==> src/rtl/pipeline_hazard_ctrl_pkg.sv <==
// Shared types and constants for the pipeline hazard controller.
package pipeline_ctrl_pkg;

    localparam int unsigned REG_W   = 5;
    localparam int unsigned FWD_W   = 2;
    localparam int unsigned STALL_W = 16;

    typedef enum logic [1:0] {
        ST_INIT     = 2'd0,
        ST_RUN      = 2'd1,
        ST_MEM_WAIT = 2'd2,
        ST_ERROR    = 2'd3
    } state_e;

    localparam logic [FWD_W-1:0] FWD_REG = 2'b00;
    localparam logic [FWD_W-1:0] FWD_WB  = 2'b01;
    localparam logic [FWD_W-1:0] FWD_MEM = 2'b10;

    localparam logic [REG_W-1:0] REG_ZERO = 5'd0;

    typedef struct packed {
        logic pc_en;
        logic if_id_en;
        logic id_ex_en;
        logic exe_mem_en;
        logic if_id_flush;
        logic id_ex_flush;
        logic exe_mem_flush;
        logic mem_wb_bubble;
    } ctrl_t;

    localparam ctrl_t CTRL_INIT   = ctrl_t'(8'b0000_1111);
    localparam ctrl_t CTRL_FREEZE = ctrl_t'(8'b0000_0001);
    localparam ctrl_t CTRL_BRANCH = ctrl_t'(8'b1111_1100);
    localparam ctrl_t CTRL_HAZARD = ctrl_t'(8'b0011_0100);
    localparam ctrl_t CTRL_NORMAL = ctrl_t'(8'b1111_0000);

    // A written, nonzero destination that matches a source register.
    function automatic logic reg_hit(input logic [REG_W-1:0] dst, input logic wr,
                                     input logic [REG_W-1:0] src);
        return wr && (dst != REG_ZERO) && (dst == src);
    endfunction

endpackage

==> src/rtl/pipeline_hazard_ctrl_if.sv <==
// Stage-field and control bundle between the datapath (master) and the hazard controller (slave).
interface pipeline_hazard_ctrl_if;
    logic [4:0] IF_ID_Rs, IF_ID_Rt;
    logic [4:0] ID_EX_Rs, ID_EX_Rt, ID_EX_DstReg;
    logic       ID_EX_RegWrite, ID_EX_MemRead;
    logic [4:0] EXE_MEM_DstReg;
    logic       EXE_MEM_RegWrite, EXE_MEM_MemAccess;
    logic [4:0] MEM_WB_DstReg;
    logic       MEM_WB_RegWrite;
    logic       BranchTaken, MemReady;
    logic       PC_En, IF_ID_En, ID_EX_En, EXE_MEM_En;
    logic       IF_ID_Flush, ID_EX_Flush, EXE_MEM_Flush, MEM_WB_Bubble;
    logic [1:0] FwdA, FwdB;
    logic       MemTimeout;
    logic [15:0] StallCycles;

    modport master (
        output IF_ID_Rs, IF_ID_Rt, ID_EX_Rs, ID_EX_Rt, ID_EX_DstReg,
               ID_EX_RegWrite, ID_EX_MemRead, EXE_MEM_DstReg, EXE_MEM_RegWrite,
               EXE_MEM_MemAccess, MEM_WB_DstReg, MEM_WB_RegWrite, BranchTaken, MemReady,
        input  PC_En, IF_ID_En, ID_EX_En, EXE_MEM_En, IF_ID_Flush, ID_EX_Flush,
               EXE_MEM_Flush, MEM_WB_Bubble, FwdA, FwdB, MemTimeout, StallCycles
    );

    modport slave (
        input  IF_ID_Rs, IF_ID_Rt, ID_EX_Rs, ID_EX_Rt, ID_EX_DstReg,
               ID_EX_RegWrite, ID_EX_MemRead, EXE_MEM_DstReg, EXE_MEM_RegWrite,
               EXE_MEM_MemAccess, MEM_WB_DstReg, MEM_WB_RegWrite, BranchTaken, MemReady,
        output PC_En, IF_ID_En, ID_EX_En, EXE_MEM_En, IF_ID_Flush, ID_EX_Flush,
               EXE_MEM_Flush, MEM_WB_Bubble, FwdA, FwdB, MemTimeout, StallCycles
    );
endinterface

==> src/rtl/pipeline_hazard_ctrl_fwd.sv <==
// ALU operand bypass select; the EXE/MEM result is younger and wins over MEM/WB.
module forward_unit
    import pipeline_ctrl_pkg::*;
(
    input  logic [REG_W-1:0] id_ex_rs,
    input  logic [REG_W-1:0] id_ex_rt,
    input  logic [REG_W-1:0] exe_mem_dst,
    input  logic             exe_mem_wr,
    input  logic [REG_W-1:0] mem_wb_dst,
    input  logic             mem_wb_wr,
    output logic [FWD_W-1:0] fwd_a,
    output logic [FWD_W-1:0] fwd_b
);

    function automatic logic [FWD_W-1:0] pick(input logic [REG_W-1:0] src,
                                              input logic [REG_W-1:0] m_dst, input logic m_wr,
                                              input logic [REG_W-1:0] w_dst, input logic w_wr);
        if (reg_hit(m_dst, m_wr, src))      return FWD_MEM;
        else if (reg_hit(w_dst, w_wr, src)) return FWD_WB;
        else                                return FWD_REG;
    endfunction

    assign fwd_a = pick(id_ex_rs, exe_mem_dst, exe_mem_wr, mem_wb_dst, mem_wb_wr);
    assign fwd_b = pick(id_ex_rt, exe_mem_dst, exe_mem_wr, mem_wb_dst, mem_wb_wr);

endmodule

==> src/rtl/pipeline_hazard_ctrl.sv <==
// Stall/flush/forward controller for the 5-stage pipeline.
// Define PIPE_FWD_EN to build operand forwarding; otherwise RAW hazards stall until write-back.
module pipeline_hazard_ctrl
    import pipeline_ctrl_pkg::*;
#(
    parameter int unsigned INIT_CYCLES = 4,
    parameter int unsigned TIMEOUT     = 64
) (
    input  logic                 clk,
    input  logic                 rst_n,
    pipeline_hazard_ctrl_if.slave bus
);

    localparam int unsigned INIT_W = $clog2(INIT_CYCLES + 1);
    localparam int unsigned WAIT_W = $clog2(TIMEOUT + 1);

    state_e             state_q, state_d;
    logic [INIT_W-1:0]  init_cnt_q, init_cnt_d;
    logic [WAIT_W-1:0]  wait_cnt_q, wait_cnt_d, wait_inc_c;
    logic [STALL_W-1:0] stall_cycles_q, stall_cycles_d;
    logic               mem_timeout_q, mem_timeout_d;
    logic               load_use_c, hazard_c;
    logic [FWD_W-1:0]   fwd_a_c, fwd_b_c;
    ctrl_t              run_ctrl_c, ctrl_c;

    assign load_use_c = reg_hit(bus.ID_EX_DstReg, bus.ID_EX_MemRead, bus.IF_ID_Rs) ||
                        reg_hit(bus.ID_EX_DstReg, bus.ID_EX_MemRead, bus.IF_ID_Rt);

`ifdef PIPE_FWD_EN
    forward_unit u_fwd (
        .id_ex_rs    (bus.ID_EX_Rs),
        .id_ex_rt    (bus.ID_EX_Rt),
        .exe_mem_dst (bus.EXE_MEM_DstReg),
        .exe_mem_wr  (bus.EXE_MEM_RegWrite),
        .mem_wb_dst  (bus.MEM_WB_DstReg),
        .mem_wb_wr   (bus.MEM_WB_RegWrite),
        .fwd_a       (fwd_a_c),
        .fwd_b       (fwd_b_c)
    );
    assign hazard_c = load_use_c;
    logic unused_c;
    assign unused_c = bus.ID_EX_RegWrite;
`else
    // Without bypass, any in-flight producer in EX or MEM blocks the consumer in ID.
    assign fwd_a_c  = FWD_REG;
    assign fwd_b_c  = FWD_REG;
    assign hazard_c = load_use_c ||
                      reg_hit(bus.ID_EX_DstReg,   bus.ID_EX_RegWrite,   bus.IF_ID_Rs) ||
                      reg_hit(bus.ID_EX_DstReg,   bus.ID_EX_RegWrite,   bus.IF_ID_Rt) ||
                      reg_hit(bus.EXE_MEM_DstReg, bus.EXE_MEM_RegWrite, bus.IF_ID_Rs) ||
                      reg_hit(bus.EXE_MEM_DstReg, bus.EXE_MEM_RegWrite, bus.IF_ID_Rt);
    logic unused_c;
    assign unused_c = ^{bus.ID_EX_Rs, bus.ID_EX_Rt, bus.MEM_WB_DstReg, bus.MEM_WB_RegWrite};
`endif

    assign run_ctrl_c = bus.BranchTaken ? CTRL_BRANCH :
                        hazard_c        ? CTRL_HAZARD : CTRL_NORMAL;
    assign wait_inc_c = wait_cnt_q + WAIT_W'(1);

    // Next state, counters and Mealy controls.
    always_comb begin
        state_d        = state_q;
        init_cnt_d     = init_cnt_q;
        wait_cnt_d     = wait_cnt_q;
        mem_timeout_d  = mem_timeout_q;
        stall_cycles_d = stall_cycles_q;
        ctrl_c         = CTRL_FREEZE;

        unique case (state_q)
            ST_INIT: begin
                ctrl_c     = CTRL_INIT;
                init_cnt_d = init_cnt_q + INIT_W'(1);
                if (init_cnt_q == INIT_W'(INIT_CYCLES - 1)) state_d = ST_RUN;
            end
            ST_RUN: begin
                if (bus.EXE_MEM_MemAccess && !bus.MemReady) begin
                    ctrl_c     = CTRL_FREEZE;
                    state_d    = ST_MEM_WAIT;
                    wait_cnt_d = WAIT_W'(1);
                end else begin
                    ctrl_c = run_ctrl_c;
                end
            end
            ST_MEM_WAIT: begin
                if (!bus.MemReady) begin
                    ctrl_c     = CTRL_FREEZE;
                    wait_cnt_d = wait_inc_c;
                    if (wait_inc_c == WAIT_W'(TIMEOUT)) begin
                        state_d       = ST_ERROR;
                        mem_timeout_d = 1'b1;
                    end
                end else begin
                    ctrl_c     = run_ctrl_c;
                    state_d    = ST_RUN;
                    wait_cnt_d = '0;
                end
            end
            default: begin
                ctrl_c        = CTRL_FREEZE;
                mem_timeout_d = 1'b1;
            end
        endcase

        if ((state_q == ST_RUN || state_q == ST_MEM_WAIT) && !ctrl_c.pc_en &&
            (stall_cycles_q != '1))
            stall_cycles_d = stall_cycles_q + STALL_W'(1);
    end

    always_ff @(posedge clk) begin
        if (!rst_n) begin
            state_q        <= ST_INIT;
            init_cnt_q     <= '0;
            wait_cnt_q     <= '0;
            stall_cycles_q <= '0;
            mem_timeout_q  <= 1'b0;
        end else begin
            state_q        <= state_d;
            init_cnt_q     <= init_cnt_d;
            wait_cnt_q     <= wait_cnt_d;
            stall_cycles_q <= stall_cycles_d;
            mem_timeout_q  <= mem_timeout_d;
        end
    end

    assign bus.PC_En         = ctrl_c.pc_en;
    assign bus.IF_ID_En      = ctrl_c.if_id_en;
    assign bus.ID_EX_En      = ctrl_c.id_ex_en;
    assign bus.EXE_MEM_En    = ctrl_c.exe_mem_en;
    assign bus.IF_ID_Flush   = ctrl_c.if_id_flush;
    assign bus.ID_EX_Flush   = ctrl_c.id_ex_flush;
    assign bus.EXE_MEM_Flush = ctrl_c.exe_mem_flush;
    assign bus.MEM_WB_Bubble = ctrl_c.mem_wb_bubble;
    assign bus.FwdA          = fwd_a_c;
    assign bus.FwdB          = fwd_b_c;
    assign bus.MemTimeout    = mem_timeout_q;
    assign bus.StallCycles   = stall_cycles_q;

endmodule

==> src/flat_wrapper.sv <==
// flat-port wrapper written by rule: the top's interface ports become plain ports
module pipeline_hazard_ctrl_flat import pipeline_ctrl_pkg::*;
#(
    parameter int unsigned INIT_CYCLES = 4,
    parameter int unsigned TIMEOUT     = 64
)
  (clk, rst_n, bus_IF_ID_Rs, bus_IF_ID_Rt, bus_ID_EX_Rs, bus_ID_EX_Rt, bus_ID_EX_DstReg, bus_ID_EX_RegWrite, bus_ID_EX_MemRead, bus_EXE_MEM_DstReg, bus_EXE_MEM_RegWrite, bus_EXE_MEM_MemAccess, bus_MEM_WB_DstReg, bus_MEM_WB_RegWrite, bus_BranchTaken, bus_MemReady, bus_PC_En, bus_IF_ID_En, bus_ID_EX_En, bus_EXE_MEM_En, bus_IF_ID_Flush, bus_ID_EX_Flush, bus_EXE_MEM_Flush, bus_MEM_WB_Bubble, bus_FwdA, bus_FwdB, bus_MemTimeout, bus_StallCycles);
  pipeline_hazard_ctrl_if bus_i ();
  input  logic clk;
  input  logic rst_n;
  input wire logic [$bits(bus_i.IF_ID_Rs)-1:0] bus_IF_ID_Rs;
  input wire logic [$bits(bus_i.IF_ID_Rt)-1:0] bus_IF_ID_Rt;
  input wire logic [$bits(bus_i.ID_EX_Rs)-1:0] bus_ID_EX_Rs;
  input wire logic [$bits(bus_i.ID_EX_Rt)-1:0] bus_ID_EX_Rt;
  input wire logic [$bits(bus_i.ID_EX_DstReg)-1:0] bus_ID_EX_DstReg;
  input wire logic [$bits(bus_i.ID_EX_RegWrite)-1:0] bus_ID_EX_RegWrite;
  input wire logic [$bits(bus_i.ID_EX_MemRead)-1:0] bus_ID_EX_MemRead;
  input wire logic [$bits(bus_i.EXE_MEM_DstReg)-1:0] bus_EXE_MEM_DstReg;
  input wire logic [$bits(bus_i.EXE_MEM_RegWrite)-1:0] bus_EXE_MEM_RegWrite;
  input wire logic [$bits(bus_i.EXE_MEM_MemAccess)-1:0] bus_EXE_MEM_MemAccess;
  input wire logic [$bits(bus_i.MEM_WB_DstReg)-1:0] bus_MEM_WB_DstReg;
  input wire logic [$bits(bus_i.MEM_WB_RegWrite)-1:0] bus_MEM_WB_RegWrite;
  input wire logic [$bits(bus_i.BranchTaken)-1:0] bus_BranchTaken;
  input wire logic [$bits(bus_i.MemReady)-1:0] bus_MemReady;
  output wire logic [$bits(bus_i.PC_En)-1:0] bus_PC_En;
  output wire logic [$bits(bus_i.IF_ID_En)-1:0] bus_IF_ID_En;
  output wire logic [$bits(bus_i.ID_EX_En)-1:0] bus_ID_EX_En;
  output wire logic [$bits(bus_i.EXE_MEM_En)-1:0] bus_EXE_MEM_En;
  output wire logic [$bits(bus_i.IF_ID_Flush)-1:0] bus_IF_ID_Flush;
  output wire logic [$bits(bus_i.ID_EX_Flush)-1:0] bus_ID_EX_Flush;
  output wire logic [$bits(bus_i.EXE_MEM_Flush)-1:0] bus_EXE_MEM_Flush;
  output wire logic [$bits(bus_i.MEM_WB_Bubble)-1:0] bus_MEM_WB_Bubble;
  output wire logic [$bits(bus_i.FwdA)-1:0] bus_FwdA;
  output wire logic [$bits(bus_i.FwdB)-1:0] bus_FwdB;
  output wire logic [$bits(bus_i.MemTimeout)-1:0] bus_MemTimeout;
  output wire logic [$bits(bus_i.StallCycles)-1:0] bus_StallCycles;
  assign bus_i.IF_ID_Rs = bus_IF_ID_Rs;
  assign bus_i.IF_ID_Rt = bus_IF_ID_Rt;
  assign bus_i.ID_EX_Rs = bus_ID_EX_Rs;
  assign bus_i.ID_EX_Rt = bus_ID_EX_Rt;
  assign bus_i.ID_EX_DstReg = bus_ID_EX_DstReg;
  assign bus_i.ID_EX_RegWrite = bus_ID_EX_RegWrite;
  assign bus_i.ID_EX_MemRead = bus_ID_EX_MemRead;
  assign bus_i.EXE_MEM_DstReg = bus_EXE_MEM_DstReg;
  assign bus_i.EXE_MEM_RegWrite = bus_EXE_MEM_RegWrite;
  assign bus_i.EXE_MEM_MemAccess = bus_EXE_MEM_MemAccess;
  assign bus_i.MEM_WB_DstReg = bus_MEM_WB_DstReg;
  assign bus_i.MEM_WB_RegWrite = bus_MEM_WB_RegWrite;
  assign bus_i.BranchTaken = bus_BranchTaken;
  assign bus_i.MemReady = bus_MemReady;
  assign bus_PC_En = bus_i.PC_En;
  assign bus_IF_ID_En = bus_i.IF_ID_En;
  assign bus_ID_EX_En = bus_i.ID_EX_En;
  assign bus_EXE_MEM_En = bus_i.EXE_MEM_En;
  assign bus_IF_ID_Flush = bus_i.IF_ID_Flush;
  assign bus_ID_EX_Flush = bus_i.ID_EX_Flush;
  assign bus_EXE_MEM_Flush = bus_i.EXE_MEM_Flush;
  assign bus_MEM_WB_Bubble = bus_i.MEM_WB_Bubble;
  assign bus_FwdA = bus_i.FwdA;
  assign bus_FwdB = bus_i.FwdB;
  assign bus_MemTimeout = bus_i.MemTimeout;
  assign bus_StallCycles = bus_i.StallCycles;
  pipeline_hazard_ctrl #(.INIT_CYCLES(INIT_CYCLES), .TIMEOUT(TIMEOUT)) u_core (.clk(clk), .rst_n(rst_n), .bus(bus_i));
endmodule
==> config.mk <==
export PLATFORM = sky130hd
export DESIGN_NAME = pipeline_hazard_ctrl_flat
export DESIGN_NICKNAME = d
export VERILOG_FILES = /design/src/rtl/pipeline_hazard_ctrl_pkg.sv /design/src/rtl/pipeline_hazard_ctrl_if.sv /design/src/rtl/pipeline_hazard_ctrl_fwd.sv /design/src/rtl/pipeline_hazard_ctrl.sv /design/src/flat_wrapper.sv
export SDC_FILE = /design/constraint.sdc
export NUM_CORES = 1
export LEC_CHECK = 0
export CAP_MARGIN = 20
export CORE_MARGIN = 5
export CORE_UTILIZATION = 41
export CTS_CLUSTER_DIAMETER = 40
export DETAILED_ROUTE_END_ITERATION = 10
export GPL_TIMING_DRIVEN = 0
export PLACE_DENSITY = 0.75
export SETUP_SLACK_MARGIN = 0.4
export SLEW_MARGIN = 20
export SYNTH_ARGS = -nofsm -noshare
export SYNTH_HDL_FRONTEND = slang
export SYNTH_HIERARCHICAL = 1
export SYNTH_SLANG_ARGS = --single-unit
==> constraint.sdc <==
create_clock -name clk -period 1.9 [get_ports clk]
set_input_delay 0.19 -clock clk [delete_from_list [all_inputs] [get_ports clk]]
set_output_delay 0.19 -clock clk [all_outputs]
set_load 0.005 [all_outputs]
==> reports/metrics.yaml, run 1 <==
critical_path:
  end_kind: "output pin"
  worst_ep_required_time_ns: 1.71
  crit_type: "register to output pin"
  crit_fanout: 4
  start_kind: "register"
  cp.arrival_ns: 1.83
global_routing:
  grt_pass1_vias: 2189
  track_usage_pct: 20.2
  overflow: 0
  grt_antenna_before_repair: 0
  grt_max_degree: 11
  grt_first_pass_wirelength_microns: 10400
clock_network:
  cts_tree: "built"
  clkLatencyLatePin_ns: 0.29
  cts.htree.levels: 2
  cts_root_buf: "clkbuf_8"
  cts_buffer_depth: 2
  postCtsHoldBufs: 0
  cts_sinks: 29
  cts_made_buffers: 5
  clk_pin_slew_ns: 0.06
timing:
  worst_pin_slew_ns: 0.505
  skew_ns: 0.00869
  max_freq_mhz: 494
  min_period_ns: 2.02
  hold_viol: 0
  rsz0062_at_grt: "yes"
  setup_ws_ns: -0.125
  post-route-period-util_pct: 107
  hold_ws_ns: 0.491
  drv_slew: 0
  setup_violations: 5
  relSlewSlack_pct: 66.3
detailed_routing:
  drt_iter0_drc: 94
  routed_wl_microns: 6590
  dr.pass1.iters: 4
  wl_per_cell_microns: 15.5
  antenna_left: 0
  viasPerCell: 5.08
  drc: 0
  vias: 2158
cells_and_area:
  final_util_pct: 72.5
  n_antenna_cell: 0
  nNetsFinal: 408
  drive_above_1_share_pct: 41.7
  final_area_sq_um: 3630
  synthToLayoutAreaGrowth_pct: 74.4
synth:
  synth_enable_flop_cells: 0
  synth_top_family_by_area: "simple AND/OR/NAND/NOR gates"
  synthAdderAreaFrac_pct: 6.01
  synthFlopType: "dfxtp_1"
  yosys_register_bits: 29
  syn_area_per_cell_sq_um: 8.26
  synth_cell_types: 51
  synth_compound_area_share_pct: 10.9
  yosysWarnings: 6
  synthArstFlopShare_pct: 0
  synth_seq_area_share_pct: 27.9
  synthSimpleGateAreaFrac_pct: 31.0
  synth_xor_area_share_pct: 8.83
  synth_area_sq_um: 2080
  synthCells: 252
  muxShareOfSynthArea_pct: 8.65
floorplan:
  io_pins: 73
  die_width_microns: 81.3
  rows: 26
  die-height_microns: 81.3
  core_area_sq_um: 5010
  die_area_sq_um: 6600
  start_util_pct: 41.6
outcome:
  violations: "negative setup slack"
  status: "finished with violations"
power_and_ir_drop:
  ir_drop_mv: 0.398
  intPower_mw: 1.42
  comb_power_share_pct: 42.1
  sequentialPowerShare_pct: 33.8
  powerDensity_nw_per_um2: 590
  switching_share_pct: 33.9
  power.net_switching_uw: 726
  p_leak_nw: 1.36
  clkPwrFrac_pct: 24.0
place:
  port_buffers: 52
  pre_cts_ws_ns: -0.888
  gp_congestion: 0.784
  placed_area_sq_um: 2780
  dp_hpwl_microns: 3730
min_path:
  hold_path_class: "register to register"
run:
  cap_violations: 0
## stage by stage
step / std cells / power, mW / setup TNS [ns]
floorplan: 255 / 1.09 / 0
global placement: 377 / 1.33 / -8.16
detailed placement: 377 / 1.34 / -8.52
CTS: 416 / 2.04 / -0.227
global route: 425 / 2.27 / -0.690
finish: 425 / 2.14 / -0.332
## critical path: stages (launching register included)
cell and delay, ns:
dfxtp_4 0.37, inv_4 0.04, ha_4 0.15, clkbuf_16 0.15, a21oi_4 0.17, buf_6 0.13
nor2_2 0.03, a21oi_2 0.16, nor2_2 0.07, a21o_1 0.15, buf_2 0.12
## final cells by class
type	instances	area, sq um
flip-flops and latches	29	608
repair buffers	92	875
inverters	11	43.8
fillers	376	1380
multi-input cells	201	1790
well taps	70	87.6
plain buffers	14	143
clock inverters	3	17.5
clock buffers	5	68.8
## registers in the layout (all words and copies together), names as in the netlist
name / cells
u_core/init_cnt_q: 3
u_core/state_q: 2
u_core/bus.StallCycles: 16
u_core/bus.MemTimeout: 1
u_core/wait_cnt_q: 7
## path summary, 6_finish.rpt
path	startpoint	to	slack, ns	depth (start not counted)
max reg2reg	u_core/state_q[1]	u_core/bus.StallCycles[12]	-0.04	10
min reg2reg	u_core/bus.StallCycles[11]	u_core/bus.StallCycles[11]	0.49	2
min	u_core/bus.StallCycles[11]	u_core/bus.StallCycles[11]	0.49	2
max	u_core/state_q[1]	bus_ID_EX_Flush	-0.12	10
## what timing repair did
item	in CTS	in global routing
endpoints found under the setup margin	33	38
resized for setup	139	49
setup buffers	31	9
pin swaps	40	17
## logic make-up (layout without fill, tap and decap cells)
| group | Yosys count | in the layout |
|---|---|---|
| simple gates | 114 | 114 |
| buf+inv | 25 | 125 |
| flops | 29 | 29 |
| xor+xnor | 21 | 21 |
| compound gates | 34 | 34 |
| fa+ha+maj | 10 | 10 |
| mux | 18 | 18 |
| other cells | 1 | 4 |
## cell usage after synthesis (5+ instances only)
cell      count  area share [%]
o21ai_0       9             2.2
nand4_1       5             1.5
nor2_1       10             1.8
clkbuf_1      5            0.90
ha_1         10             6.0
buf_4         6             2.2
a21oi_1       7             1.7
nor2b_1       5             1.5
nand2b_1     16             4.8
xnor2_1      20             8.4
dfxtp_1      29              28
mux2i_1      18             8.7
inv_1        11             2.0
nand3_1      10             2.4
and2_1        6             1.8
nand2_1      32             5.8
## power groups by stage
stage / Clock [mW] / Combinational [mW] / Sequential [mW]
6_report: 0.515 / 0.902 / 0.724
5_1_grt: 0.562 / 0.978 / 0.734
3_5_place_dp: 0 / 0.613 / 0.730
4_1_cts: 0.525 / 0.802 / 0.717
3_3_place_gp: 0 / 0.601 / 0.728
2_1_floorplan: 0 / 0.371 / 0.722
## layout by cell type (no fill, tap or decap), types with 5 or more instances in the layout
| cell type | count |
|---|---|
| inv_1 | 7 |
| nand4_1 | 5 |
| nor2_1 | 5 |
| nand2b_1 | 15 |
| nor3_4 | 6 |
| clkdlybuf4s50_1 | 23 |
| dlygate4sd2_1 | 17 |
| nand2_1 | 32 |
| buf_4 | 28 |
| clkbuf_8 | 7 |
| buf_8 | 5 |
| buf_2 | 7 |
| mux2i_1 | 18 |
| xnor2_1 | 20 |
| nor2b_1 | 5 |
| dfxtp_1 | 13 |
| ha_1 | 6 |
| dfxtp_2 | 13 |
| buf_6 | 16 |
| nand3_1 | 9 |
## routing by layer
layer | up-vias | global-route usage, % | part of all wire (%) | wire, microns
met3 | 9 | 4.55 | 7.1 | 466
li1 | 1070 | - | - | -
met2 | 73 | 35.1 | 49 | 3260
met1 | 1006 | 24.6 | 42 | 2750
met4 | 0 | 5.74 | 1.8 | 116
met5 | - | 0 | 0 | 0
Note: power is estimated with default switching activity, not from simulation.
==> run 2, diff against run 1 <==
Settings changed: GPL_TIMING_DRIVEN 0 to 1.
==> run 2 against run 1 <==
The run still ends with negative setup slack left; clock-buffer cell count grew 2; power rose by 6.6%; non-clock buffer count decreased by 8; critical endpoint is now u_core/bus.StallCycles[12]; die area is the same; hold slack better by 0.0078 ns; maximum frequency increased by 6.5%; setup slack gained 0.12 ns; clock skew grew 0.00097 ns; largest cell class unchanged; largest power group unchanged.
==> reports/metrics.yaml, run 2 (synthesis results as in run 1) <==
timing:
  rsz0062_at_grt: "yes"
  skew_ns: 0.00967  # +0.000974 ns
  post-route-period-util_pct: 100  # -6.5 points
  setup_violations: 1  # -4
  max_freq_mhz: 526  # +6.5%
  hold_ws_ns: 0.499  # +0.00783 ns
  min_period_ns: 1.90  # -0.124 ns
  drv_slew: 0  # unchanged
  hold_viol: 0  # unchanged
  setup_ws_ns: -0.000562  # +0.124 ns
clock_network:
  cts_buffer_depth: 2  # unchanged
  clkLatencyLatePin_ns: 0.28  # about the same
  cts_made_buffers: 5  # unchanged
  clk_pin_slew_ns: 0.06  # about the same
  cts_sinks: 29  # unchanged
  cts_tree: "built"
  cts.htree.levels: 2  # unchanged
  postCtsHoldBufs: 0  # unchanged
  cts_root_buf: "clkbuf_8"
global_routing:
  track_usage_pct: 19.2  # -0.92 points
  grt_first_pass_wirelength_microns: 9960  # -4.2%
  grt_max_degree: 45  # +34
  overflow: 0  # unchanged
  grt_pass1_vias: 2127  # -2.8%
  grt_antenna_before_repair: 0  # unchanged
floorplan:
  start_util_pct: 41.6  # unchanged
  die_width_microns: 81.3  # unchanged
  die-height_microns: 81.3  # unchanged
  core_area_sq_um: 5010  # unchanged
  die_area_sq_um: 6600  # unchanged
  rows: 26  # unchanged
  io_pins: 73  # unchanged
min_path:
  hold_start: "u_core/bus.StallCycles[6]"
  min_path_cells: 2  # unchanged
  holdPathEnd: "u_core/bus.StallCycles[6]"
  hold_path_class: "register to register"
place:
  dp_hpwl_microns: 3770  # +0.88%
  port_buffers: 52  # unchanged
  gp_congestion: 0.767  # -2.3%
critical_path:
  worst-r2r-setup-slack_ns: -0.0006  # +0.04 ns
  start_kind: "register"
  critPathMaxStageDelay_ns: 0.41  # +0.04 ns
  cp.arrival_ns: 2.11  # +0.28 ns
  cp_slowest_cell: "or4_4"
  crit_fanout: 7  # +3
  r2r_end: "u_core/bus.StallCycles[12]"
  r2r-start: "u_core/state_q[1]"
  end_kind: "register"
  cp_cell_sequence: "buf_6, ha_4, nor2_4, nor3_4, buf_4, o21a_4, buf_12, or4_4, a21boi_1"
  reg2reg_depth: 9  # -1
  worst_ep_required_time_ns: 2.11  # +0.40 ns
  crit_type: "register to register"
detailed_routing:
  drc: 0  # unchanged
  routed_wl_microns: 6480  # -1.7%
  antenna_left: 0  # unchanged
  dr.pass1.iters: 4  # unchanged
  vias: 2178  # +0.93%
  viasPerCell: 5.22  # +2.9%
  wl_per_cell_microns: 15.5  # +0.16%
  drt_iter0_drc: 157  # +67%
cells_and_area:
  largest_reg_flops: 16  # unchanged
  synthToLayoutAreaGrowth_pct: 70.4
  final_cell_mix: "nand2_1, buf_4, clkdlybuf4s50_1"
  n_antenna_cell: 0  # unchanged
  drive_above_1_share_pct: 41.2  # -0.48 points
  final_common_cell: "nand2_1"
  nNetsFinal: 400  # -2.0%
  final_util_pct: 70.8  # -1.7 points
run:
  cap_violations: 0  # unchanged
outcome:
  violations: "negative setup slack"
  status: "finished with violations"
power_and_ir_drop:
  ir_drop_mv: 0.475  # +20%
  p_leak_nw: 1.33  # -2.4%
  powerDensity_nw_per_um2: 644  # +9.2%
run 2: critical path: cells and delay by family (launching register included):
family,cells,cell delay [ns]
and+or+nand+nor,3,0.61
buffers and inverters,3,0.40
DFF,1,0.36
AOI/OAI and AO/OA,2,0.30
adders and majority gates,1,0.17
run 2: layout make-up:
class | instances | area (sq um)
multi-input cells | 201 | 1770
well taps | 70 | 87.6
clock buffers | 7 | 86.3
fillers | 372 | 1460
clock inverters | 1 | 30.0
inverters | 11 | 46.3
flip-flops and latches | 29 | 611
repair buffers | 98 | 912
run 2: power breakdown:
part           leakage [nW]  internal [mW]  switching, mW
clock                0.0585          0.427          0.234
combinational          1.03          0.488          0.396
sequential            0.243          0.676         0.0624
total                  1.33           1.59          0.693
run 2: worst max path at each step:
stage                          start                          to  slack [ns]
2_1_floorplan      u_core/state_q[1]  u_core/bus.StallCycles[12]        0.20
6_report           u_core/state_q[1]  u_core/bus.StallCycles[12]     -0.0006
4_1_cts            u_core/state_q[1]  u_core/bus.StallCycles[12]       -0.02
3_5_place_dp   bus_EXE_MEM_DstReg[0]  u_core/bus.StallCycles[12]       -0.57
3_3_place_gp     bus_ID_EX_DstReg[2]                bus_IF_ID_En       -0.53
5_1_grt            u_core/state_q[1]             bus_ID_EX_Flush       -0.08
run 2: per-stage QoR:
step | TNS [ns] | cell area (sq um) | total power, mW | std cells | setup slack [ns]
6_report | -0.000562 | 3550 | 2.28 | 417 | -0.000562
3_3_place_gp | -8.93 | 2840 | 1.35 | 385 | -0.534
4_1_cts | -0.0186 | 3330 | 2.18 | 408 | -0.0186
2_1_floorplan | 0 | 2180 | 1.09 | 255 | 0.196
3_5_place_dp | -9.76 | 2840 | 1.37 | 385 | -0.571
5_1_grt | -0.645 | 3550 | 2.41 | 417 | -0.0784
run 2: repair_timing:
item                                    CTS  global route
endpoints found under the setup margin   34            35
gates cloned                              1             0
gates resized for setup                 130            64
buffers inserted                         14             9
hold endpoints to repair                  0             0
pin swaps                                29            43
run 2: metal layers:
| metal | track usage, % | vias up | share of wire [%] |
|---|---|---|---|
| li1 | - | 1062 | - |
| met1 | 23.2 | 1025 | 42 |
| met2 | 34.2 | 84 | 51 |
| met3 | 3.88 | 7 | 6.5 |
| met4 | 5.57 | 0 | 0.93 |
| met5 | 0 | - | 0 |
==> run 3, diff against run 2 <==
Settings changed: CORE_UTILIZATION 41 to 40, CTS_CLUSTER_DIAMETER 40 to not set, SYNTH_HIERARCHICAL 1 to not set.
==> run 3 against run 2 <==
The flow still finishes with violations (negative setup slack); cell area down 8.3%; flip-flop and latch count unchanged; die area decreased by 5.0%; synthesized cell count decreased by 3.6%; non-clock buffer count rose by 18; global-route usage is 0.51 points lower; first-iteration DRC count up 12%; combinational power decreased by 34%; hold slack worse by 0.021 ns; routed wire length grew 0.53%; clock-buffer cell count down 1; sequential share of layout area grew 1.2 points.
==> reports/metrics.yaml, run 3 <==
detailed_routing:
  drt_iter0_drc: 176  # +12%
  viasPerCell: 5.37  # +2.9%
  drc: 0  # unchanged
  dr.pass1.iters: 4  # unchanged
  topRoutingLayerUsed: "met4"
  vias: 2208  # +1.4%
  antenna_left: 0  # unchanged
  wl_met2_microns: 3430  # +4.3%
  wl_per_cell_microns: 15.8  # +2.0%
  wl_met3_microns: 378  # -10%
  m1WireLength_microns: 2440  # -9.6%
  routed_wl_microns: 6510  # +0.53%
synth:
  synth_xor_area_share_pct: 13.7  # +4.9 points
  synth_top_area_cell: "dfxtp_1"
  yosys_register_bits: 29  # unchanged
  synth_area_sq_um: 1920  # -8.0%
  synth.area.top_cells: "dfxtp_1, xnor2_1, nor2_1"
  synth_most_common_cell: "nor2_1"
  synthFlopType: "dfxtp_1"
  synthCells: 243  # -3.6%
  synthAdderAreaFrac_pct: 5.88  # -0.13 points
  synthSimpleGateAreaFrac_pct: 24.2  # -6.8 points
  syn_area_per_cell_sq_um: 7.88  # -4.6%
  synth_cell_types: 45  # -12%
  yosysTopAreaCellShare_pct: 30.3  # +2.4 points
  synthTopCellsByCount: "nor2_1, dfxtp_1, xnor2_1, nand2_1, a21oi_1"
  yosysWarnings: 0  # -6
  synth_compound_area_share_pct: 16.9  # +6.0 points
  synth_seq_area_share_pct: 30.3  # +2.4 points
  synthArstFlopShare_pct: 0  # unchanged
  synth_enable_flop_cells: 0  # unchanged
  muxShareOfSynthArea_pct: 2.29  # -6.4 points
  synth_top_family_by_area: "simple AND/OR/NAND/NOR gates"
cells_and_area:
  synthToLayoutAreaGrowth_pct: 69.9
  final_common_cell: "buf_4"
  largest_reg_flops: 16  # unchanged
  nNetsFinal: 409  # +2.3%
  fill_cells: 348  # -6.5%
  drive_above_1_share_pct: 42.6  # +1.4 points
  n_antenna_cell: 0  # unchanged
  final_util_pct: 69.4  # -1.4 points
  final_cell_mix: "buf_4, nor2_1, clkdlybuf4s50_1"
power_and_ir_drop:
  ir_drop_mv: 0.262  # -45%
  power.net_switching_uw: 524  # -24%
  p_leak_nw: 1.25  # -6.3%
  clkPwrFrac_pct: 28.2  # -0.8 points
  intPower_mw: 1.20  # -24%
  powerDensity_nw_per_um2: 531  # -17%
  comb_power_share_pct: 33.6  # -5.1 points
  switching_share_pct: 30.3  # about the same
  sequentialPowerShare_pct: 38.2  # +5.9 points
floorplan:
  core_area_sq_um: 4690  # -6.3%
  rows: 25  # -3.8%
  die_area_sq_um: 6270  # -5.0%
  io_pins: 73  # unchanged
  start_util_pct: 40.8  # -0.73 points
  die_width_microns: 79.2  # -2.5%
  die-height_microns: 79.2  # -2.5%
timing:
  rsz0062_at_grt: "yes"
  setup_ws_ns: -0.259  # -0.258 ns
  max_freq_mhz: 463  # -12%
  setup_violations: 17  # +16
  min_period_ns: 2.16  # +0.258 ns
  hold_viol: 0  # unchanged
  skew_ns: 0.00532  # -0.00435 ns
  setup_tns_ns: -2.50  # -2.50 ns
  drv_slew: 0  # unchanged
  post-route-period-util_pct: 114  # +14 points
critical_path:
  worst-r2r-setup-slack_ns: -0.26  # -0.26 ns
  cp.depth: 7  # -2
  worst-path-buf-inv: 1  # -2
  r2r-start: "u_core.state_q[0]"
  r2r_end: "u_core.bus.StallCycles[15]"
  worst_ep_required_time_ns: 2.12  # about the same
  critPathTopFamily: "simple AND/OR/NAND/NOR gates"
  critPathMaxStageDelay_ns: 0.51  # +0.10 ns
  end_kind: "register"
  cp_cell_sequence: "inv_2, ha_4, o41ai_4, or4b_4, and2_4, or4_1, a21oi_1"
  start_kind: "register"
  cp_slowest_cell: "or4b_4"
  crit_type: "register to register"
  reg2reg_depth: 7  # -2
  cp.arrival_ns: 2.38  # +0.27 ns
  crit_fanout: 6  # -1
global_routing:
  grt_max_degree: 14  # -69%
  overflow: 0  # unchanged
  grt_first_pass_wirelength_microns: 9490  # -4.7%
  grt_pass1_vias: 2156  # +1.4%
  grt_antenna_before_repair: 0  # unchanged
  track_usage_pct: 18.7  # -0.51 points
place:
  dp_hpwl_microns: 4110  # +9.2%
  port_buffers: 52  # unchanged
  pre_cts_ws_ns: -0.652  # -0.0802 ns
  gp_congestion: 0.847  # +10%
clock_network:
  cts_tree: "built"
  clkLatencyLatePin_ns: 0.29  # about the same
  cts_sinks: 29  # unchanged
  cts_made_buffers: 5  # unchanged
  cts.htree.levels: 2  # unchanged
  cts_buffer_depth: 2  # unchanged
  clk_pin_slew_ns: 0.07  # about the same
  postCtsHoldBufs: 0  # unchanged
  cts_root_buf: "clkbuf_8"
outcome:
  status: "finished with violations"
  violations: "negative setup slack"
min_path:
  hold_start: "u_core.bus.MemTimeout"
  holdPathEnd: "u_core.bus.MemTimeout"
  min_path_cells: 1  # -1
  hold_path_class: "register to register"
run:
  cap_violations: 0  # unchanged
## run 3: area by class of cell
class	instances	area, sq um	area share, %
multi-input cells	194	1520	46.6
repair buffers	116	950	29.2
flip-flops and latches	29	598	18.4
clock buffers	6	72.6	2.23
well taps	54	67.6	2.08
inverters	10	40.0	1.23
clock inverters	2	10.0	0.308
## run 3: worst max path at each step
stage,from,end,slack (ns)
CTS,u_core.state_q[0],u_core.bus.StallCycles[15],-0.23
global placement,bus_ID_EX_DstReg[1],bus_PC_En,-0.59
floorplan,u_core.state_q[0],u_core.bus.StallCycles[14],-0.22
global route,u_core.state_q[0],u_core.bus.StallCycles[15],-0.34
detailed placement,bus_ID_EX_DstReg[1],bus_IF_ID_En,-0.65
finish,u_core.state_q[0],u_core.bus.StallCycles[15],-0.26
## run 3: per-layer routing
metal  global-route usage (%)  vias up
met3                     4.20       24
met5                        0        -
met2                     34.2       87
li1                         -     1074
met1                     20.7     1023
met4                     7.73        0
## run 3: kinds of logic after synthesis
kind of cell	Yosys count
flip-flops	29
adder cells (fa/ha/maj)	9
multiplexers	4
other	1
AO/OA/AOI/OAI	52
AND/OR/NAND/NOR	95
buffers and inverters	23
XOR/XNOR	30
## run 3: what timing repair did
action	4_1_cts	5_1_grt
setup endpoints to repair	34	33
gates resized for setup	76	68
pin swaps	22	33
setup buffers	15	4
## run 3: stage by stage
stage               cell area, sq um  hold slack [ns]  std cells  total power, mW
floorplan                       2000            0.308        246            0.939
global placement                2820            0.462        384             1.15
detailed placement              2820            0.467        384             1.17
CTS                             3120            0.468        407             1.69
global route                    3250            0.524        411             1.81
finish                          3250            0.478        411             1.73
## run 3: power groups by stage
stage	logic (mW)	registers (mW)	clock network (mW)
finish	0.581	0.660	0.488
global route	0.628	0.664	0.519
CTS	0.535	0.661	0.496
detailed placement	0.495	0.675	0
global placement	0.481	0.672	0
floorplan	0.263	0.677	0
==> edit 1, RTL diff (config.mk and constraints of run 2) <==
Build with the macro `PIPE_FWD_EN` defined.
--- a/src/rtl/pipeline_hazard_ctrl.sv
+++ b/src/rtl/pipeline_hazard_ctrl.sv
@@ -1,5 +1,7 @@
 // Stall/flush/forward controller for the 5-stage pipeline.
 // Define PIPE_FWD_EN to build operand forwarding; otherwise RAW hazards stall until write-back.
+`define PIPE_FWD_EN
+
 module pipeline_hazard_ctrl
     import pipeline_ctrl_pkg::*;
 #(
Behaviour: not the same (Yosys sat finds a counterexample within 4 cycles, from zero or initial values and one cycle with rst_n low).
==> edit 1 against run 2 <==
The run still ends with setup timing left. Synthesized cell count grew 1.6%. Count of clock-buffer cells in the layout is the same. Final area grew 7.2%. Area after synthesis shrank 1.2%. Routed wire length grew 19%. Maximum frequency shrank 11%. Core utilization grew 8.7 points. Total power shrank 4.4%. Sequential power shrank 2%. Worst setup slack lost 0.24 ns. First-iteration DRC count shrank 41%. Combinational power grew 11%. Sequential cell count is the same. Critical endpoint is now u_core/bus.StallCycles[7].
==> edit 1: results (changes against run 2) <==
status finished, violations left; failing checks setup timing; # port buffers 71 (+37%); syn_nets 310; Hold/Removal Path Class register to register; crit-path max FO 5 (-2); first-pass GRT wire length 11.56 mm (+16%); R2R depth 8 (-1); largest net degree at the start of global routing 29 (-36%); maximum vdd drop 0.5212 mV (+9.6%); CTS root buf clkbuf_8; hold path startpoint u_core/bus.MemTimeout; global route overflow 0 (unchanged); Commonest cells post-synth 29 x dfxtp_1, 27 x xnor2_1, 23 x a21oi_1; Worst Slack Setup Final -0.2454 ns (-0.2448 ns); RR Startpoint u_core/state_q[0]; Crit Path Class register to register; number of distinct library cells after synthesis 47 (-7.8%); drt first pass iters 4 (unchanged); Leak 1.498 nW (+13%); Setup Skew 0.004851 ns (-0.004815 ns); vias in the first global route 2476 (+16%); layout cell share with drive strength beyond 1 42.32% (+1.1 points); relative slew slack 64.74%; CTS Buffer Depth 2 (unchanged); clk slew on worst S/H paths 0.06 ns (about the same); WHS Path Cells 1 (-1); latest clock arrival within the worst-skew pair 0.28 ns (about the same); Worst EP arrival 2.35 ns (+0.24 ns); post-detail-place hpwl 4.620 mm (+23%); CTS buffer count 5 (unchanged); yosys warns 6 (unchanged); Total Wirelength 7.724 mm (+19%); FFs w/ async S/R, synth 0% (unchanged); endpoint of the worst hold path u_core/bus.MemTimeout; GPL Wtd Cong 0.8244 (+7.6%); initial antenna violation count 1 (+1); vias per cell 5.370 (+2.8%); All-Layer GR Usage 22.24% (+3.0 points); number of flip-flops under the largest register name 16 (unchanged); drt first-iter violations 92 (-41%); final setup violation count 19 (+18); H-tree depth 2 (unchanged); worst setup path endpoint u_core/bus.StallCycles[7]; Final nets 450 (+13%); WHS 0.4897 ns (-0.009032 ns); part of the Yosys area used for sequential elements 28.22% (+0.34 points); top cells by area, synth dfxtp_1 28%, xnor2_1 11%, ha_1 6.1%
==> edit 1: changes by cell type in the layout (fill, tap and decap cells not counted), moves of 10 or more <==
cell	before	now
mux2i_1	18	2
a21oi_1	5	18
buf_4	27	54
or3_1	0	11
nand2_1	31	14
clkdlybuf4s50_1	24	34
nand2b_1	15	2
==> edit 1: logic make-up (layout without fill, tap and decap cells) <==
logic type,Yosys count,count (layout),synth area share [%]
xor gates and xnor gates,32,32,13.63
buffers and inverters,21,161,5.718
adders and majority gates,10,10,6.083
DFF,29,29,28.22
muxes,3,3,1.521
other,0,1,0
and+or+nand+nor,99,99,26.82
AOI/OAI and AO/OA,62,63,18.00
==> edit 1: where the power goes <==
| group | internal [W] | leakage, nW | total [W] | switching [W] |
|---|---|---|---|---|
| Combinational | 0.000550 | 1.22 | 0.000977 | 0.000427 |
| Sequential | 0.000676 | 0.239 | 0.000720 | 0.0000442 |
| Clock | 0.000256 | 0.0422 | 0.000486 | 0.000230 |
==> edit 1: through the flow <==
step	instance area [µm²]	setup TNS, ns	cells	setup slack, ns	util (%)
final	3804	-3.641	465	-0.2454	79.48
after global routing	3804	-5.299	465	-0.3490	79.48
after CTS	3626	-2.147	456	-0.2010	75.76
after detailed placement	3246	-8.662	438	-0.5067	67.82
after global placement	3246	-7.858	438	-0.4752	67.82
after floorplan	2125	-0.07080	256	-0.07080	-
==> edit 1: final cells by class <==
| type | instances | area [µm²] |
|---|---|---|
| multi-input cells | 207 | 1723 |
| repair buffers | 142 | 1270 |
| clock inverters | 1 | 5.005 |
| inverters | 11 | 47.55 |
| fillers | 297 | 982.2 |
| flip-flops and latches | 29 | 595.6 |
| well taps | 67 | 83.83 |
| diodes | 1 | 2.502 |
| clock buffers | 7 | 76.32 |
==> edit 1: routing by layer <==
metal,global-route usage [%],wire length [µm],vias to the layer above
li1,-,-,1201
met1,28.17,3315,1219
met2,38.59,3914,67
met3,3.659,410,10
met4,6.588,84,0
met5,0,0,-
==> edit 1: critical path: stages (launching register included) <==
cell and delay [ns]:
dfxtp_4 0.37, inv_4 0.04, ha_4 0.25, or2b_1 0.25
a311oi_2 0.22, a21oi_2 0.13, buf_12 0.15, or4_1 0.51
a21oi_2 0.13
==> edit 1: what timing repair did <==
action / in CTS / in global routing
endpoints found under the setup margin: 37 / 39
gates resized for setup: 136 / 50
endpoints found under the hold margin: 0 / 0
pin swaps: 21 / 24
setup buffers: 8 / 8
cloned: 2 / 0
==> edit 2, RTL diff (flow settings as in run 2) <==
Without the edit above. Encoding of `state_e`: now one-hot (4 bits for 4 states).
--- a/src/rtl/pipeline_hazard_ctrl_pkg.sv
+++ b/src/rtl/pipeline_hazard_ctrl_pkg.sv
@@ -5,11 +5,11 @@
     localparam int unsigned FWD_W   = 2;
     localparam int unsigned STALL_W = 16;
 
-    typedef enum logic [1:0] {
-        ST_INIT     = 2'd0,
-        ST_RUN      = 2'd1,
-        ST_MEM_WAIT = 2'd2,
-        ST_ERROR    = 2'd3
+    typedef enum logic [3:0] {
+        ST_INIT     = 4'b0001,
+        ST_RUN      = 4'b0010,
+        ST_MEM_WAIT = 4'b0100,
+        ST_ERROR    = 4'b1000
     } state_e;
 
     localparam logic [FWD_W-1:0] FWD_REG = 2'b00;
Function: same outputs for any inputs over 10 cycles, from zero or initial values and one cycle with rst_n low; not proved beyond that.
==> edit 2 against run 2 <==
The flow still finishes with violations (setup timing). Core utilization grew 8.1 points. Area after synthesis shrank 1.6%. Total power shrank 0.63%. Count of clock-buffer cells in the layout shrank 1. Critical path depth is the same. Final area grew 6.4%. Routed wire length grew 24%. Sequential share of layout area shrank 0.38 points. Sequential cell count grew 2. Maximum frequency shrank 5.1%. Worst setup slack lost 0.10 ns. Clock skew shrank 0.00064 ns. Via count grew 15%. Largest power group unchanged.
==> edit 2: results (changes against run 2) <==
n_taps 67 (-4.3%); Commonest cells post-synth 31 x dfxtp_1, 28 x nand2_1, 23 x nor2_1; Worst Slack Setup Final -0.1019 ns (-0.1014 ns); first-pass GRT wire length 10.79 mm (+8.4%); hold path startpoint u_core/wait_cnt_q[1]; met2 WL post-DR 4.204 mm (+28%); failing checks setup timing; met1 WL 3.041 mm (+13%); placed instance count 415 (+7.8%); Critical Path Source u_core/state_q[0]; final std cells w/o fill 451 (+8.2%); status finished, violations left; Seq Cell Count 31 (+6.9%); syn_area_per_cell 8.001 µm² (-3.2%); top cells by area, synth dfxtp_1 30%, nand2_1 5.1%, xnor2_1 4.7%; Critical R2R Capture u_core/bus.StallCycles[0]; slowest library cell on the worst path dfxtp_2; clk_buf instances 6 (-1); max incr delay on CP 0.32 ns (-0.09 ns); largest net degree at the start of global routing 18 (-60%); fillers 290 (-22%); Storage cell area 635.6 µm² (+4.1%); final setup violation count 10 (+9); crit-path max FO 5 (-2); Multi-input gate area 0.001757 mm² (-0.99%); final core utilization 78.88% (+8.1 points); met2 usage 38.16% (+4.0 points); RR Startpoint u_core/state_q[0]; Final nets 431 (+7.8%); vias per cell 5.548 (+6.2%); Crit path max-delay family compound AO/OA/AOI/OAI gates; wire length on met3 437 µm (+3.8%); Setup Skew 0.009023 ns (-0.0006434 ns); H-tree depth 2 (unchanged); M1 GR Usage 24.25% (+1.1 points); layout cell share with drive strength beyond 1 46.88% (+5.7 points); signal buffers share of area 30.59% (+4.9 points); Signal buffers 132 (+35%); vias in the first global route 2399 (+13%); post-detail-place hpwl 4.283 mm (+14%); GPL Wtd Cong 0.8114 (+5.9%); endpoint of the worst hold path u_core/wait_cnt_q[1]; Inverters, non-clock 7 (-4); final-layout clock-cell area share 3.116% (-0.16 points); met3 Resource Use GR 3.700% (-0.18 points); multi-input gates 206 (+2.5%)
[edit 2: worst max path at each step]
| stage | end |
|---|---|
| 6_report | u_core/bus.StallCycles[0] |
| 5_1_grt | u_core/bus.StallCycles[14] |
| 3_5_place_dp | bus_IF_ID_En |
| 4_1_cts | u_core/bus.StallCycles[7] |
| 3_3_place_gp | u_core/bus.StallCycles[9] |
| 2_1_floorplan | u_core/bus.StallCycles[13] |
[edit 2: stage by stage]
stage	hold WS (ns)	TNS (ns)	setup WS, ns	total power [W]
floorplan	0.3393	0	0.03872	0.001015
finish	0.4748	-0.3501	-0.1019	0.002269
global route	0.5013	-1.270	-0.1545	0.002347
detailed placement	0.4746	-9.826	-0.6146	0.001277
CTS	0.4891	0	0.004165	0.002062
global placement	0.4650	-8.840	-0.5697	0.001252
[edit 2: kinds of logic (layout without fill, tap and decap cells)]
kind of cell,count (synthesis),after routing,share of synthesized area (%)
buffers and inverters,23,147,6.231
muxes,8,8,3.910
other,1,4,0.1831
xor gates and xnor gates,21,21,8.980
AOI/OAI and AO/OA,55,56,18.51
DFF,31,31,30.30
and+or+nand+nor,113,113,29.44
adders and majority gates,4,4,2.444
[edit 2: what timing repair did]
| action | 4_1_cts | 5_1_grt |
|---|---|---|
| buffers inserted | 17 | 10 |
| resized for setup | 127 | 72 |
| pin swaps | 29 | 29 |
| cloned | 1 | 0 |
| setup endpoints to repair | 34 | 39 |
[edit 2: report_power, final]
part / switching, W / internal (W) / leakage [nW]
combinational: 0.000381 / 0.000445 / 1.20
clock: 0.000272 / 0.000424 / 0.0612
sequential: 0.0000421 / 0.000704 / 0.254
